<file path="src/rtl/cpu_types_pkg.sv">
// Shared CPU types used by the instruction cache.
//   word_t          32-bit machine word
//   icache_frame_t  one cache frame: valid bit, tag, data word
//   icache_state_t  cache controller states
//   SETS / IIDX_W / ITAG_W  geometry of the direct-mapped cache (16 one-word frames)
//   RESET_PC        fetch origin after reset (not used by the cache itself)
// Address helpers take the word address (byte address bits [31:2]), so the
// ignored byte offset never enters the cache logic.
package cpu_types_pkg;

  localparam int SETS   = 16;
  localparam int IIDX_W = $clog2(SETS);
  localparam int ITAG_W = 32 - 2 - IIDX_W;

  typedef logic [31:0] word_t;

  localparam word_t RESET_PC = 32'h0000_0000;

  typedef struct packed {
    logic              valid;
    logic [ITAG_W-1:0] tag;
    word_t             data;
  } icache_frame_t;

  typedef enum logic [1:0] {
    IDLE     = 2'd0,
    FETCH    = 2'd1,
    PREFETCH = 2'd2
  } icache_state_t;

  function automatic logic [IIDX_W-1:0] idx_of(input logic [29:0] waddr);
    return waddr[IIDX_W-1:0];
  endfunction

  function automatic logic [ITAG_W-1:0] tag_of(input logic [29:0] waddr);
    return waddr[29:IIDX_W];
  endfunction

endpackage

</file>
<file path="src/rtl/icache_array.sv">
// Frame storage for the direct-mapped instruction cache.
//   clk_i, rst_ni  clock and asynchronous active-low reset (clears valid bits only)
//   ridx_i         combinational read index
//   rframe_o       frame at ridx_i
//   we_i           write enable, sampled on the rising clock edge
//   widx_i         write index
//   wframe_i       frame written at widx_i
module icache_array
  import cpu_types_pkg::*;
(
  input  logic              clk_i,
  input  logic              rst_ni,
  input  logic [IIDX_W-1:0] ridx_i,
  output icache_frame_t     rframe_o,
  input  logic              we_i,
  input  logic [IIDX_W-1:0] widx_i,
  input  icache_frame_t     wframe_i
);

  logic [SETS-1:0]   valid_q;
  logic [ITAG_W-1:0] tag_q  [SETS];
  word_t             data_q [SETS];

  always_ff @(posedge clk_i or negedge rst_ni) begin
    if (!rst_ni) begin
      valid_q <= '0;
    end else if (we_i) begin
      valid_q[widx_i] <= wframe_i.valid;
    end
  end

  // Tag and data carry no reset: a frame is meaningless until its valid bit is set.
  always_ff @(posedge clk_i) begin
    if (we_i) begin
      tag_q[widx_i]  <= wframe_i.tag;
      data_q[widx_i] <= wframe_i.data;
    end
  end

  always_comb begin
    rframe_o.valid = valid_q[ridx_i];
    rframe_o.tag   = tag_q[ridx_i];
    rframe_o.data  = data_q[ridx_i];
  end

endmodule

</file>
<file path="src/rtl/icache.sv">
// Per-core, direct-mapped, read-only instruction cache with one-word blocks.
// Serves datapath fetches with zero-cycle hits and blocks on a miss while it
// fetches the word from the memory controller.
//   CLK, nRST            clock, asynchronous active-low reset
//   imemREN, imemaddr    datapath fetch request and byte address ([1:0] ignored)
//   ihit, imemload       fetched word valid this cycle, and the word
//   iREN, iaddr          read request and word-aligned address to the controller
//   iwait, iload         controller stall (0 = iload valid) and fill data
//   dbg_state_o          current controller state, for observation only
// Handshake with the controller: a request is held (iREN=1, iaddr constant)
// from its first cycle until a cycle in which iwait=0; that cycle's iload is
// the fill word and the request ends on the following clock edge.
// Optional feature: define ICACHE_PREFETCH_EN to prefetch the next sequential
// word after a demand fill when it is not already cached.
module icache
  import cpu_types_pkg::*;
(
  input  logic          CLK,
  input  logic          nRST,
  input  logic          imemREN,
  input  word_t         imemaddr,
  output logic          ihit,
  output word_t         imemload,
  output logic          iREN,
  output word_t         iaddr,
  input  logic          iwait,
  input  word_t         iload,
  output icache_state_t dbg_state_o
);

  icache_state_t     state_q, state_d;
  word_t             miss_addr_q, miss_addr_d;
  logic [IIDX_W-1:0] ridx;
  icache_frame_t     rframe;
  icache_frame_t     wframe;
  logic              we;
  logic              tag_match;
  logic              hit;

  // The byte offset is architecturally ignored.
  logic unused_byte_off;
  assign unused_byte_off = ^imemaddr[1:0];

`ifdef ICACHE_PREFETCH_EN
  word_t next_addr;
  logic  pf_needed;
  assign next_addr = miss_addr_q + 32'd4;
`endif

  icache_array u_array (
    .clk_i    (CLK),
    .rst_ni   (nRST),
    .ridx_i   (ridx),
    .rframe_o (rframe),
    .we_i     (we),
    .widx_i   (idx_of(miss_addr_q[31:2])),
    .wframe_i (wframe)
  );

  // The single read port looks up the fetch address, except in FETCH where
  // ihit is forced low anyway and the port is free to probe the next frame
  // for the prefetch decision.
  always_comb begin
    ridx = idx_of(imemaddr[31:2]);
`ifdef ICACHE_PREFETCH_EN
    if (state_q == FETCH) ridx = idx_of(next_addr[31:2]);
`endif
  end

  assign tag_match = rframe.valid && (rframe.tag == tag_of(imemaddr[31:2]));

  always_comb begin
    hit = 1'b0;
    case (state_q)
      IDLE:     hit = imemREN && tag_match;
`ifdef ICACHE_PREFETCH_EN
      // The frame being prefetched is off limits until its fill lands.
      PREFETCH: hit = imemREN && tag_match &&
                      (idx_of(imemaddr[31:2]) != idx_of(miss_addr_q[31:2]));
`endif
      default:  hit = 1'b0;
    endcase
  end

  assign ihit     = hit;
  assign imemload = hit ? rframe.data : '0;
  assign iREN     = (state_q != IDLE);
  assign iaddr    = iREN ? miss_addr_q : '0;
  assign we       = iREN && !iwait;

  always_comb begin
    wframe.valid = 1'b1;
    wframe.tag   = tag_of(miss_addr_q[31:2]);
    wframe.data  = iload;
  end

`ifdef ICACHE_PREFETCH_EN
  // Skip the prefetch when the next word is already resident or would wrap.
  assign pf_needed = !(rframe.valid && (rframe.tag == tag_of(next_addr[31:2]))) &&
                     (miss_addr_q != 32'hFFFF_FFFC);
`endif

  always_comb begin
    state_d     = state_q;
    miss_addr_d = miss_addr_q;
    case (state_q)
      IDLE: begin
        if (imemREN && !hit) begin
          miss_addr_d = {imemaddr[31:2], 2'b00};
          state_d     = FETCH;
        end
      end
      FETCH: begin
        if (!iwait) begin
          state_d = IDLE;
`ifdef ICACHE_PREFETCH_EN
          if (pf_needed) begin
            state_d     = PREFETCH;
            miss_addr_d = next_addr;
          end
`endif
        end
      end
      default: begin
        if (!iwait) state_d = IDLE;
      end
    endcase
  end

  always_ff @(posedge CLK or negedge nRST) begin
    if (!nRST) begin
      state_q     <= IDLE;
      miss_addr_q <= '0;
    end else begin
      state_q     <= state_d;
      miss_addr_q <= miss_addr_d;
    end
  end

  assign dbg_state_o = state_q;

endmodule
</file>
<file path="config.mk">
export PLATFORM = sky130hd
export DESIGN_NAME = icache
export DESIGN_NICKNAME = d
export VERILOG_FILES = /design/src/rtl/cpu_types_pkg.sv /design/src/rtl/icache_array.sv /design/src/rtl/icache.sv
export SDC_FILE = /design/constraint.sdc
export NUM_CORES = 1
export LEC_CHECK = 0
export ABC_AREA = 0
export BUFFER_PORTS_ARGS = -buffer_cell sky130_fd_sc_hd__buf_2
export CORE_ASPECT_RATIO = 2
export CORE_MARGIN = 2
export CORE_UTILIZATION = 50
export DETAILED_ROUTE_END_ITERATION = 16
export PLACE_DENSITY = 0.79
export SYNTH_ARGS = -nofsm -noshare
export SYNTH_HDL_FRONTEND = slang
export SYNTH_SLANG_ARGS = --single-unit
</file>
<file path="constraint.sdc">
create_clock -name CLK -period 9.8 [get_ports CLK]
set_input_delay 1.96 -clock CLK [delete_from_list [all_inputs] [get_ports CLK]]
set_output_delay 1.96 -clock CLK [all_outputs]
set_load 0.01 [all_outputs]
</file>
==> impl_metrics.json <==
{
  "pwr-share-clk": 0.361,
  "start_kind": "primary input",
  "rsz0062_at_grt": "false",
  "hold_viol": 0,
  "setup_viol": 0,
  "core_area_um2": 75700,
  "fin_nets": 1904,
  "crit_fanout": 42,
  "place_inst": 2769,
  "grt_overflow": 0,
  "clockBufferDepth": 3,
  "ys.flop_type": "edfxtp_1",
  "fin_skew_ns": 0.0304,
  "ys_types": 55,
  "irDropWorstVdd_mv": 0.173,
  "drc_errors": 0,
  "viasPerCell": 6.29,
  "cts_root_buffer": "clkbuf_16",
  "grt_pass1_wl_mm": 130,
  "detail_route.wl_per_cell_um": 30.9,
  "place_congestion": 0.840,
  "antenna_found_initial": 10,
  "synth_edf_count": 928,
  "ctsHoldBuffers": 0,
  "ctsResizeCount": 0,
  "synth_area_per_cell_um2": 22.9,
  "async_flop_share": 0.0482,
  "cts_num_sinks": 975,
  "ys_seq_area_frac": 0.763,
  "drv_cap": 0,
  "max_freq_ghz": 0.118,
  "cp.arrival_ns": 6.49,
  "finalNonFillerCells": 2916,
  "die_y_um": 394,
  "p_int_w": 0.00686,
  "period_needed_ns": 8.45,
  "ios": 136,
  "cp-end-kind": "output pin",
  "drv_slew": 0,
  "ys_seq_elements": 975,
  "path_clk_slew_ns": 0.07,
  "routed_wirelength_mm": 90.0,
  "leakage_nw": 13.8,
  "post_cts.repair.setup_buffers": 0,
  "clock_latency_ns": 0.62,
  "drive_gt1_frac": 0.335,
  "fillers": 5323,
  "grt_max_degree": 74,
  "drtIter0Drc": 2264,
  "rows": 143,
  "ant_nets": 0,
  "outcome": "finished clean",
  "period_share": 0.862,
  "finalSetupTns_ns": 0,
  "dr.pass1.iters": 5,
  "grt_use_total": 0.234,
  "dieArea_um2": 78500,
  "vias": 18400,
  "numPortBuffers": 130,
  "synthCells": 1664,
  "p_switching_w": 0.00195,
  "slew_headroom": 0.100,
  "initial_core_util": 0.503,
  "synthToLayoutAreaGrowth_pct": 12.0,
  "grt_pass1_vias": 19300,
  "hpwl_mm": 49.1,
  "cts_buffers": 80,
  "cts_tree": "yes",
  "crit_type": "in2out",
  "worstMarginPinSlew_ns": 1.32,
  "pwr-share-comb": 0.074,
  "p_sw_frac": 0.221,
  "ys_warn_count": 0,
  "required_ns": 7.84,
  "powerDensity_nw_per_um2": 207,
  "hp-class": "reg2reg",
  "pwr-share-seq": 0.565,
  "die_x_um": 199,
  "syn_area_um2": 38100,
  "h-tree-depth": 3
}
-- registers in the layout, summed over array words and instances, names as in the netlist --
signal	cells
u_array.data_q	512
u_array.tag_q	416
miss_addr_q	30
u_array.valid_q	16
dbg_state_o	1
-- cell usage after synthesis, types with 3 or more instances --
| cell type | count | area (um2) |
|---|---|---|
| a211o_1 | 3 | 26.3 |
| a211oi_1 | 3 | 22.5 |
| a21o_1 | 3 | 22.5 |
| a21oi_1 | 3 | 15.0 |
| a2bb2oi_1 | 3 | 26.3 |
| and2_1 | 31 | 194 |
| buf_1 | 12 | 45.0 |
| buf_2 | 18 | 90.1 |
| buf_4 | 13 | 97.6 |
| buf_6 | 6 | 67.6 |
| clkbuf_1 | 40 | 150 |
| dfrtp_1 | 47 | 1180 |
| edfxtp_1 | 928 | 27900 |
| inv_1 | 9 | 33.8 |
| mux2_2 | 9 | 101 |
| mux2_4 | 29 | 435 |
| mux2i_1 | 47 | 470 |
| mux4_2 | 266 | 5990 |
| nand2_1 | 13 | 48.8 |
| nand2b_1 | 10 | 62.6 |
| nand3_1 | 4 | 20.0 |
| nand4_1 | 3 | 18.8 |
| nor2_1 | 25 | 93.8 |
| nor2b_1 | 38 | 238 |
| nor3_1 | 6 | 30.0 |
| o211ai_1 | 4 | 30.0 |
| o21ai_0 | 9 | 45.0 |
| o22ai_1 | 7 | 43.8 |
| o31ai_1 | 3 | 22.5 |
| o32a_1 | 3 | 30.0 |
| or2_2 | 16 | 100 |
| or4_1 | 3 | 22.5 |
| xnor2_1 | 17 | 149 |
| xor2_1 | 7 | 61.3 |
-- routing by layer --
| metal | up-vias | GRT usage | wire [um] |
|---|---|---|---|
| met4 | 6 | 0.0975 | 3790 |
| met3 | 219 | 0.0376 | 6940 |
| met1 | 9779 | 0.294 | 31400 |
| met5 | - | 0 | 38 |
| met2 | 1048 | 0.404 | 47900 |
| li1 | 7304 | - | - |
-- worst max-delay path, cell delays in order --
cell     delay (ns)
buf_4          0.46
buf_4          0.68
mux4_2         0.41
mux2i_1        0.44
o22ai_1        0.16
nor4_1         0.45
o22ai_1        0.20
a211o_1        0.26
or4_2          0.70
buf_4          0.35
nor2b_1        0.19
buf_2          0.15
-- cell type report --
type                            instances  area, um2  share of cell area
Antenna cell                            1       2.50           0.0000587
Clock buffer                           99       2160              0.0506
Clock inverter                         47        427              0.0100
Inverter                               10       38.8            0.000910
Multi-Input combinational cell        592       8640               0.203
Sequential cell                       975      29000               0.681
Tap cell                             1015       1270              0.0298
Timing Repair Buffer                  177       1040              0.0244
-- metrics by stage --
step                area, um2  hold WS [ns]  utilization  setup WS (ns)  power, W
finish                  42600         0.463        0.563           1.35   0.00881
global route            42600         0.489        0.563           1.22   0.00905
CTS                     42600         0.467        0.563           1.37   0.00885
detailed placement      40000         0.450        0.529           1.41   0.00572
global placement        40000         0.446        0.529           1.45   0.00567
floorplan               38100         0.434            -           2.59   0.00542
-- cells in the final DEF, fill, tap and decap left out, types with 7 or more instances in the layout --
| cell type | n |
|---|---|
| edfxtp_1 | 928 |
| mux4_2 | 266 |
| buf_2 | 127 |
| clkbuf_16 | 82 |
| mux2i_1 | 47 |
| buf_4 | 47 |
| dfrtp_1 | 46 |
| nor2b_1 | 38 |
| and2_1 | 31 |
| mux2_4 | 29 |
| clkinv_2 | 20 |
| xnor2_1 | 17 |
| or2_2 | 16 |
| clkinv_1 | 14 |
| nand2_1 | 13 |
| nor2_1 | 13 |
| clkbuf_1 | 13 |
| nor2_4 | 12 |
| nand2b_1 | 10 |
| mux2_2 | 9 |
| o21ai_0 | 9 |
| inv_1 | 8 |
| xor2_1 | 7 |
| o22ai_1 | 7 |
| bufinv_16 | 7 |
-- power by group through the flow --
stage	Combinational [W]	Clock, W	Sequential (W)
final	0.000652	0.00318	0.00498
after detailed placement	0.000652	0	0.00506
after global placement	0.000635	0	0.00504
after CTS	0.000658	0.00321	0.00498
after global routing	0.000690	0.00336	0.00500
after floorplan	0.000424	0	0.00500
-- logic make-up after synthesis --
| family | count (synthesis) | synth area share |
|---|---|---|
| other | 1 | 0.0000985 |
| muxes | 351 | 0.184 |
| xor gates and xnor gates | 24 | 0.00552 |
| buffers and inverters | 99 | 0.0128 |
| and+or+nand+nor | 157 | 0.0234 |
| DFF | 975 | 0.763 |
| AOI/OAI and AO/OA | 57 | 0.0111 |
-- final timing paths --
kind / start / endpoint / slack [ns] / depth (start not counted)
worst max register to register: u_array.tag_q[11][23]$_DFFE_PP_ / miss_addr_q[3]$_DFFE_PN0P_ / 5.15 / 9
worst min register to register: u_array.valid_q[0]$_DFFE_PN0P_ / u_array.valid_q[0]$_DFFE_PN0P_ / 0.46 / 1
max in group asynchronous: nRST / dbg_state_o[0]$_DFFE_PN0P_ / 7.71 / 2
min in group asynchronous: nRST / miss_addr_q[21]$_DFFE_PN0P_ / 1.51 / 2
worst max-delay path: imemaddr[4] / imemload[2] / 1.35 / 12
worst min-delay path: u_array.valid_q[0]$_DFFE_PN0P_ / u_array.valid_q[0]$_DFFE_PN0P_ / 0.46 / 1
No activity file was read; power rests on OpenSTA's default activity.
